### src/rtl/s64x7_wb_narrow_bridge_pkg.sv
// Shared constants for the S64X7 64-to-16-bit Wishbone bridge: FSM encodings,
// lane geometry and the fill pattern returned for a timed-out read beat.
package s64x7_wb_narrow_bridge_pkg;

  localparam logic [1:0] ST_IDLE = 2'd0;
  localparam logic [1:0] ST_BEAT = 2'd1;
  localparam logic [1:0] ST_DONE = 2'd2;

  localparam int          NLANES   = 4;
  localparam logic [15:0] TMO_FILL = 16'hFFFF;

  // A halfword lane is active when either of its two byte selects is set.
  function automatic logic [NLANES-1:0] lane_mask(input logic [7:0] sel);
    logic [NLANES-1:0] m;
    m = '0;
    for (int k = 0; k < NLANES; k++) m[k] = |sel[2*k +: 2];
    return m;
  endfunction

endpackage

### src/rtl/s64x7_wb_narrow_bridge_lane_pick.sv
// Lane selector: with first=1 returns the lowest set lane of mask, otherwise the
// next set lane strictly above cur; none flags that no such lane exists.
module s64x7_lane_pick
  import s64x7_wb_narrow_bridge_pkg::*;
(
  input  logic [3:0] mask,
  input  logic [1:0] cur,
  input  logic       first,
  output logic [1:0] next,
  output logic       none
);

  always_comb begin
    // NOTE: defaults before the search keep every path assigned, so no latch is inferred.
    next = '0;
    none = 1'b1;
    for (int k = NLANES - 1; k >= 0; k--) begin
      if (mask[k] && (first || (k > int'(cur)))) begin
        next = 2'(k);
        none = 1'b0;
      end
    end
  end

endmodule

### src/rtl/s64x7_wb_narrow_bridge.sv
// Splits one 64-bit core transfer into a locked burst of 16-bit Wishbone classic
// beats (one per active halfword lane) and returns a single ack to the core.
module s64x7_wb_narrow_bridge
  import s64x7_wb_narrow_bridge_pkg::*;
#(
  parameter int unsigned TIMEOUT = 0
) (
  input  logic        clk_i,
  input  logic        reset_i,
  input  logic [60:0] adr_i,
  input  logic        cyc_i,
  input  logic        stb_i,
  input  logic [7:0]  sel_i,
  input  logic        we_i,
  input  logic        vpa_i,
  input  logic [63:0] dat_i,
  output logic        ack_o,
  output logic [63:0] dat_o,
  output logic        tmo_o,
  output logic [62:0] m_adr_o,
  output logic        m_cyc_o,
  output logic        m_stb_o,
  output logic [1:0]  m_sel_o,
  output logic        m_we_o,
  output logic        m_vpa_o,
  output logic [15:0] m_dat_o,
  input  logic [15:0] m_dat_i,
  input  logic        m_ack_i
);

  localparam logic       TMO_EN  = (TIMEOUT != 0);
  localparam logic [7:0] TMO_LIM = 8'(TIMEOUT);

  logic [1:0]  r_state;
  logic [60:0] r_adr;
  logic [7:0]  r_sel;
  logic        r_we;
  logic [63:0] r_dat;
  logic [3:0]  r_mask;
  logic [1:0]  r_lane;
  logic [63:0] r_buf;
  logic [7:0]  r_wait;

  logic        w_idle;
  logic [3:0]  w_pick_mask;
  logic [1:0]  w_next;
  logic        w_none;
  logic [60:0] w_lane_adr;
  logic [7:0]  w_lane_sel;
  logic [63:0] w_lane_dat;
  logic [7:0]  w_wait_inc;
  logic        w_tmo;
  logic        w_beat_done;
  logic [63:0] w_buf_upd;

  // In IDLE the picker looks at the incoming request; in BEAT at the latched one.
  assign w_idle      = (r_state == ST_IDLE);
  assign w_pick_mask = w_idle ? lane_mask(sel_i) : r_mask;
  assign w_lane_adr  = w_idle ? adr_i : r_adr;
  assign w_lane_sel  = w_idle ? sel_i : r_sel;
  assign w_lane_dat  = w_idle ? dat_i : r_dat;

  s64x7_lane_pick u_lane_pick (
    .mask  (w_pick_mask),
    .cur   (r_lane),
    .first (w_idle),
    .next  (w_next),
    .none  (w_none)
  );

  // A real ack in the same cycle as the limit suppresses the timeout.
  assign w_wait_inc  = r_wait + 8'd1;
  assign w_tmo       = TMO_EN && (w_wait_inc == TMO_LIM) && !m_ack_i;
  assign w_beat_done = m_ack_i || w_tmo;

  always_comb begin
    w_buf_upd = r_buf;
    if (!r_we) w_buf_upd[{r_lane, 4'b0000} +: 16] = m_ack_i ? m_dat_i : TMO_FILL;
  end

  always_ff @(posedge clk_i) begin
    if (reset_i) begin
      // NOTE: state is updated with non-blocking assignments so every branch sees pre-edge values.
      r_state <= ST_IDLE;
      r_adr   <= '0;
      r_sel   <= '0;
      r_we    <= 1'b0;
      r_dat   <= '0;
      r_mask  <= '0;
      r_lane  <= '0;
      r_buf   <= '0;
      r_wait  <= '0;
      ack_o   <= 1'b0;
      dat_o   <= '0;
      tmo_o   <= 1'b0;
      m_adr_o <= '0;
      m_cyc_o <= 1'b0;
      m_stb_o <= 1'b0;
      m_sel_o <= '0;
      m_we_o  <= 1'b0;
      m_vpa_o <= 1'b0;
      m_dat_o <= '0;
    end else begin
      ack_o <= 1'b0;
      tmo_o <= 1'b0;
      case (r_state)
        ST_IDLE: begin
          if (cyc_i && stb_i) begin
            r_adr   <= adr_i;
            r_sel   <= sel_i;
            r_we    <= we_i;
            r_dat   <= dat_i;
            r_mask  <= w_pick_mask;
            r_buf   <= '0;
            r_wait  <= '0;
            r_lane  <= w_next;
            m_vpa_o <= vpa_i;
            if (w_none) begin
              r_state <= ST_DONE;
              ack_o   <= 1'b1;
              dat_o   <= '0;
            end else begin
              r_state <= ST_BEAT;
              m_cyc_o <= 1'b1;
              m_stb_o <= 1'b1;
              m_we_o  <= we_i;
              m_adr_o <= {w_lane_adr, w_next};
              m_sel_o <= w_lane_sel[{w_next, 1'b0} +: 2];
              m_dat_o <= w_lane_dat[{w_next, 4'b0000} +: 16];
            end
          end
        end
        ST_BEAT: begin
          if (!cyc_i) begin
            r_state <= ST_IDLE;
            m_cyc_o <= 1'b0;
            m_stb_o <= 1'b0;
            m_we_o  <= 1'b0;
          end else if (w_beat_done) begin
            r_buf  <= w_buf_upd;
            r_wait <= '0;
            tmo_o  <= w_tmo;
            if (w_none) begin
              r_state <= ST_DONE;
              ack_o   <= 1'b1;
              dat_o   <= w_buf_upd;
              m_cyc_o <= 1'b0;
              m_stb_o <= 1'b0;
              m_we_o  <= 1'b0;
            end else begin
              r_lane  <= w_next;
              m_adr_o <= {w_lane_adr, w_next};
              m_sel_o <= w_lane_sel[{w_next, 1'b0} +: 2];
              m_dat_o <= w_lane_dat[{w_next, 4'b0000} +: 16];
            end
          end else begin
            r_wait <= w_wait_inc;
          end
        end
        ST_DONE: r_state <= ST_IDLE;
        default: r_state <= ST_IDLE;
      endcase
    end
  end

endmodule
### config.mk
export PLATFORM = sky130hd
export DESIGN_NAME = s64x7_wb_narrow_bridge
export DESIGN_NICKNAME = d
export VERILOG_FILES = /design/src/rtl/s64x7_wb_narrow_bridge_pkg.sv /design/src/rtl/s64x7_wb_narrow_bridge_lane_pick.sv /design/src/rtl/s64x7_wb_narrow_bridge.sv
export SDC_FILE = /design/constraint.sdc
export NUM_CORES = 1
export LEC_CHECK = 0
export CAP_MARGIN = 10
export CORE_ASPECT_RATIO = 0.5
export CORE_MARGIN = 3
export CORE_UTILIZATION = 40
export CTS_CLUSTER_SIZE = 12
export DETAILED_ROUTE_END_ITERATION = 8
export GPL_TIMING_DRIVEN = 0
export PLACE_DENSITY_LB_ADDON = 0.15
export SLEW_MARGIN = 10
export SYNTH_ARGS = -nofsm -noshare
export SYNTH_HDL_FRONTEND = slang
export SYNTH_SLANG_ARGS = --single-unit
export TNS_END_PERCENT = 20
### constraint.sdc
create_clock -name clk_i -period 2.27 [get_ports clk_i]
set_input_delay 0.454 -clock clk_i [delete_from_list [all_inputs] [get_ports clk_i]]
set_output_delay 0.454 -clock clk_i [all_outputs]
set_load 0.02 [all_outputs]
==> results.py <==
metrics = {
    "cts": {
        "clockRootBuffer": "clkbuf_16",
        "clockBufferDepth": 3,
        "clkSinkCount": 349,
        "cts.htree.levels": 2,
        "cts_tree": "built",
        "numCtsBuffers": 35,
        "path_clk_slew_ps": 70,
        "worstSkewPairLatency_ps": 530,
        "postCtsHoldBufs": 0,
    },
    "logic_synthesis": {
        "synth.area.top_cells": "dfxtp_1, nand2_1, a21oi_1",
        "synth_top_cell_area_share": 0.459,
        "synthFlopType": "dfxtp_1",
        "netlist_area_sq_um": 15200,
        "synth-seq-cells": 349,
        "synth_top_area_cell": "dfxtp_1",
        "yosysWarnings": 0,
        "netlist_instances": 2039,
        "avgSynthCellArea_sq_um": 7.46,
        "synth.distinct_cells": 59,
        "async_flop_share": 0,
        "synth_nets": 2200,
        "synth_edf_count": 0,
        "ys_seq_area_frac": 0.459,
    },
    "global_route": {
        "grt_pass1_wl_microns": 86100,
        "grt_max_degree": 13,
        "antenna_found_initial": 0,
        "overflow": 0,
        "grt_use_total": 0.272,
        "grt_pass1_vias": 15264,
    },
    "power": {
        "switching_power_uw": 4010,
        "p_clk_frac": 0.374,
        "swShare": 0.279,
        "ir_worst_vdd_mv": 0.574,
        "p_leak_uw": 0.00724,
        "power.internal_uw": 10400,
        "p_seq_frac": 0.452,
        "power_uw": 14400,
        "comb_power_share": 0.174,
        "power_density_nw_per_um2": 681,
    },
    "detailed_routing": {
        "vias_per_cell": 5.56,
        "totalWireLength_microns": 57900,
        "route.detailed.drc": 0,
        "ant_nets": 0,
        "avgRoutedWirePerCell_microns": 19.8,
        "vias": 16237,
        "drtIter0Drc": 1652,
        "first_pass_iters": 5,
    },
    "setup_path": {
        "critPathKind": "flop to flop",
        "timing.rr.start": "r_lane[0]",
        "slowest_stage": "or3b_4",
        "worstPathMaxFanout": 5,
        "startpoint_type": "flop",
        "critPathMaxStageDelay_ps": 450,
        "cp-end-kind": "flop",
        "startpoint": "r_lane[0]",
        "cp.arrival_ps": 2880,
        "crit_chain": "inv_8, ha_4, or3b_4, a32o_4, a31oi_4, buf_6, buf_12, nor2_4, a32oi_2, o31ai_2",
        "crit_required_ps": 2670,
    },
    "layout": {
        "finish.net_count": 2586,
        "areaGrowthSynthToFinish_pct": 38.9,
        "mostFrequentLayoutCells": "nand2_1, dfxtp_1, clkdlybuf4s50_1",
        "final_common_cell": "nand2_1",
        "final_core_util": 0.575,
        "drive_gt1_frac": 0.105,
    },
    "floorplanning": {
        "core-area_sq_um": 36700,
        "die_h_microns": 144,
        "boundaryPins": 307,
        "die_area_sq_um": 40600,
        "num_rows": 49,
        "die_w_microns": 282,
        "initial_utilization": 0.414,
    },
    "timing": {
        "slew_violations": 0,
        "clock.fmax_mhz": 402,
        "rsz0062_at_grt": "true",
        "clock_skew_ps": 23.5,
        "whs_ps": 452,
        "tns_ps": -11920,
        "setup_violations": 171,
        "worst_slack_ps": -216,
        "period_share": 1.10,
        "worst_pin_slew_ps": 1000,
        "period_minus_slack_ps": 2490,
        "hold_viol": 0,
        "relSlewSlack": 0.324,
    },
    "place": {
        "gp_congestion": 0.934,
        "place_ws_ps": -1240,
        "port_buffers": 304,
        "dp_hpwl_microns": 41100,
    },
    "hold_path": {
        "min_path_type": "flop to flop",
        "hp-start": "dat_o[56]",
    },
    "outcome": {
        "violations": "negative setup slack",
        "run_status": "finished with violations",
    },
    "run": {
        "maxCapViolCount": 0,
    },
}
registers in the layout, indices dropped and copies added, names as in the netlist, 3 cells and up:
name and flops:
dat_o 64, r_buf 64, m_adr_o 63, r_adr 61, r_dat 60, m_dat_o 16, r_sel 7, r_mask 3
routing by layer:
layer,track usage,wire length [microns],vias to the layer above
met4,0.0876,1830,0
met5,0,0,-
li1,-,-,7737
met1,0.356,24200,7680
met2,0.457,26900,684
met3,0.0516,4850,136
kinds of logic (layout without fill, tap and decap cells):
family | after synthesis | in the layout | synth area share
mux | 21 | 21 | 0.0141
compound gates | 533 | 533 | 0.216
fa+ha+maj | 5 | 5 | 0.00411
buf+inv | 179 | 574 | 0.0507
flops | 349 | 349 | 0.459
other cells | 1 | 2 | 0.000246
simple gates | 951 | 951 | 0.256
critical path: cells and delay by family (launching register included):
family	cells	cell delay, ps
adders and majority gates	1	160
AOI/OAI and AO/OA	4	930
and+or+nand+nor	2	500
buffers and inverters	3	350
DFF	1	400
final timing paths:
path                            slack, ps    endpoint  depth (start not counted)
worst max-delay path                 -220  m_dat_o[6]                         10
worst min register to register        450   dat_o[56]                          2
worst min-delay path                  450   dat_o[56]                          2
worst max register to register       -220  m_dat_o[6]                         10
stage by stage:
| stage | cells | area (sq um) |
|---|---|---|
| final | 2919 | 21100 |
| after detailed placement | 2827 | 18900 |
| after global placement | 2827 | 18900 |
| after global routing | 2918 | 21100 |
| after floorplan | 2039 | 15200 |
| after CTS | 2896 | 20500 |
what timing repair did:
item / in CTS / in global routing
pin swaps: 25 / 57
setup buffers: 25 / 19
endpoints found under the setup margin: 347 / 326
gates resized for setup: 118 / 111
gates cloned: 0 / 4
layout make-up:
class	count	area, sq um
tap	484	606
sequential	349	6990
inverter	5	26.3
timing repair buffer	352	3580
buffer	171	976
fill	3425	15600
clock buffer	46	980
multi-input combinational	1511	7970
antenna	1	2.50
power by group through the flow:
| stage | clock, uW | combinational, uW | sequential, uW |
|---|---|---|---|
| 2_1_floorplan | 0 | 1010 | 6750 |
| 3_3_place_gp | 0 | 2160 | 6620 |
| 3_5_place_dp | 0 | 2170 | 6630 |
| 4_1_cts | 5450 | 2330 | 6500 |
| 5_1_grt | 5750 | 2660 | 6530 |
| 6_report | 5390 | 2500 | 6510 |
cells in the mapped netlist, types with 3 or more instances:
master and n:
buf_1 9, buf_4 19, nor4b_2 3, mux2_2 4, clkbuf_1 129, a311oi_1 64, nor2_1 170, nand2b_1 22
a21oi_1 275, a211oi_1 9, o22a_1 3, o22ai_1 16, dfxtp_1 349, a221oi_1 4, nand3_1 23, o21ai_0 57
o221ai_1 6, o211ai_1 3, nand2_1 656, o31ai_1 3, ha_1 5, buf_2 16, nor3_1 47, a31oi_1 9
a22oi_1 64, nor4_1 5, nor4_4 3, mux2i_1 17, nand4_1 7, inv_1 5, a32oi_1 5
Note: power is estimated with default switching activity, not from simulation.
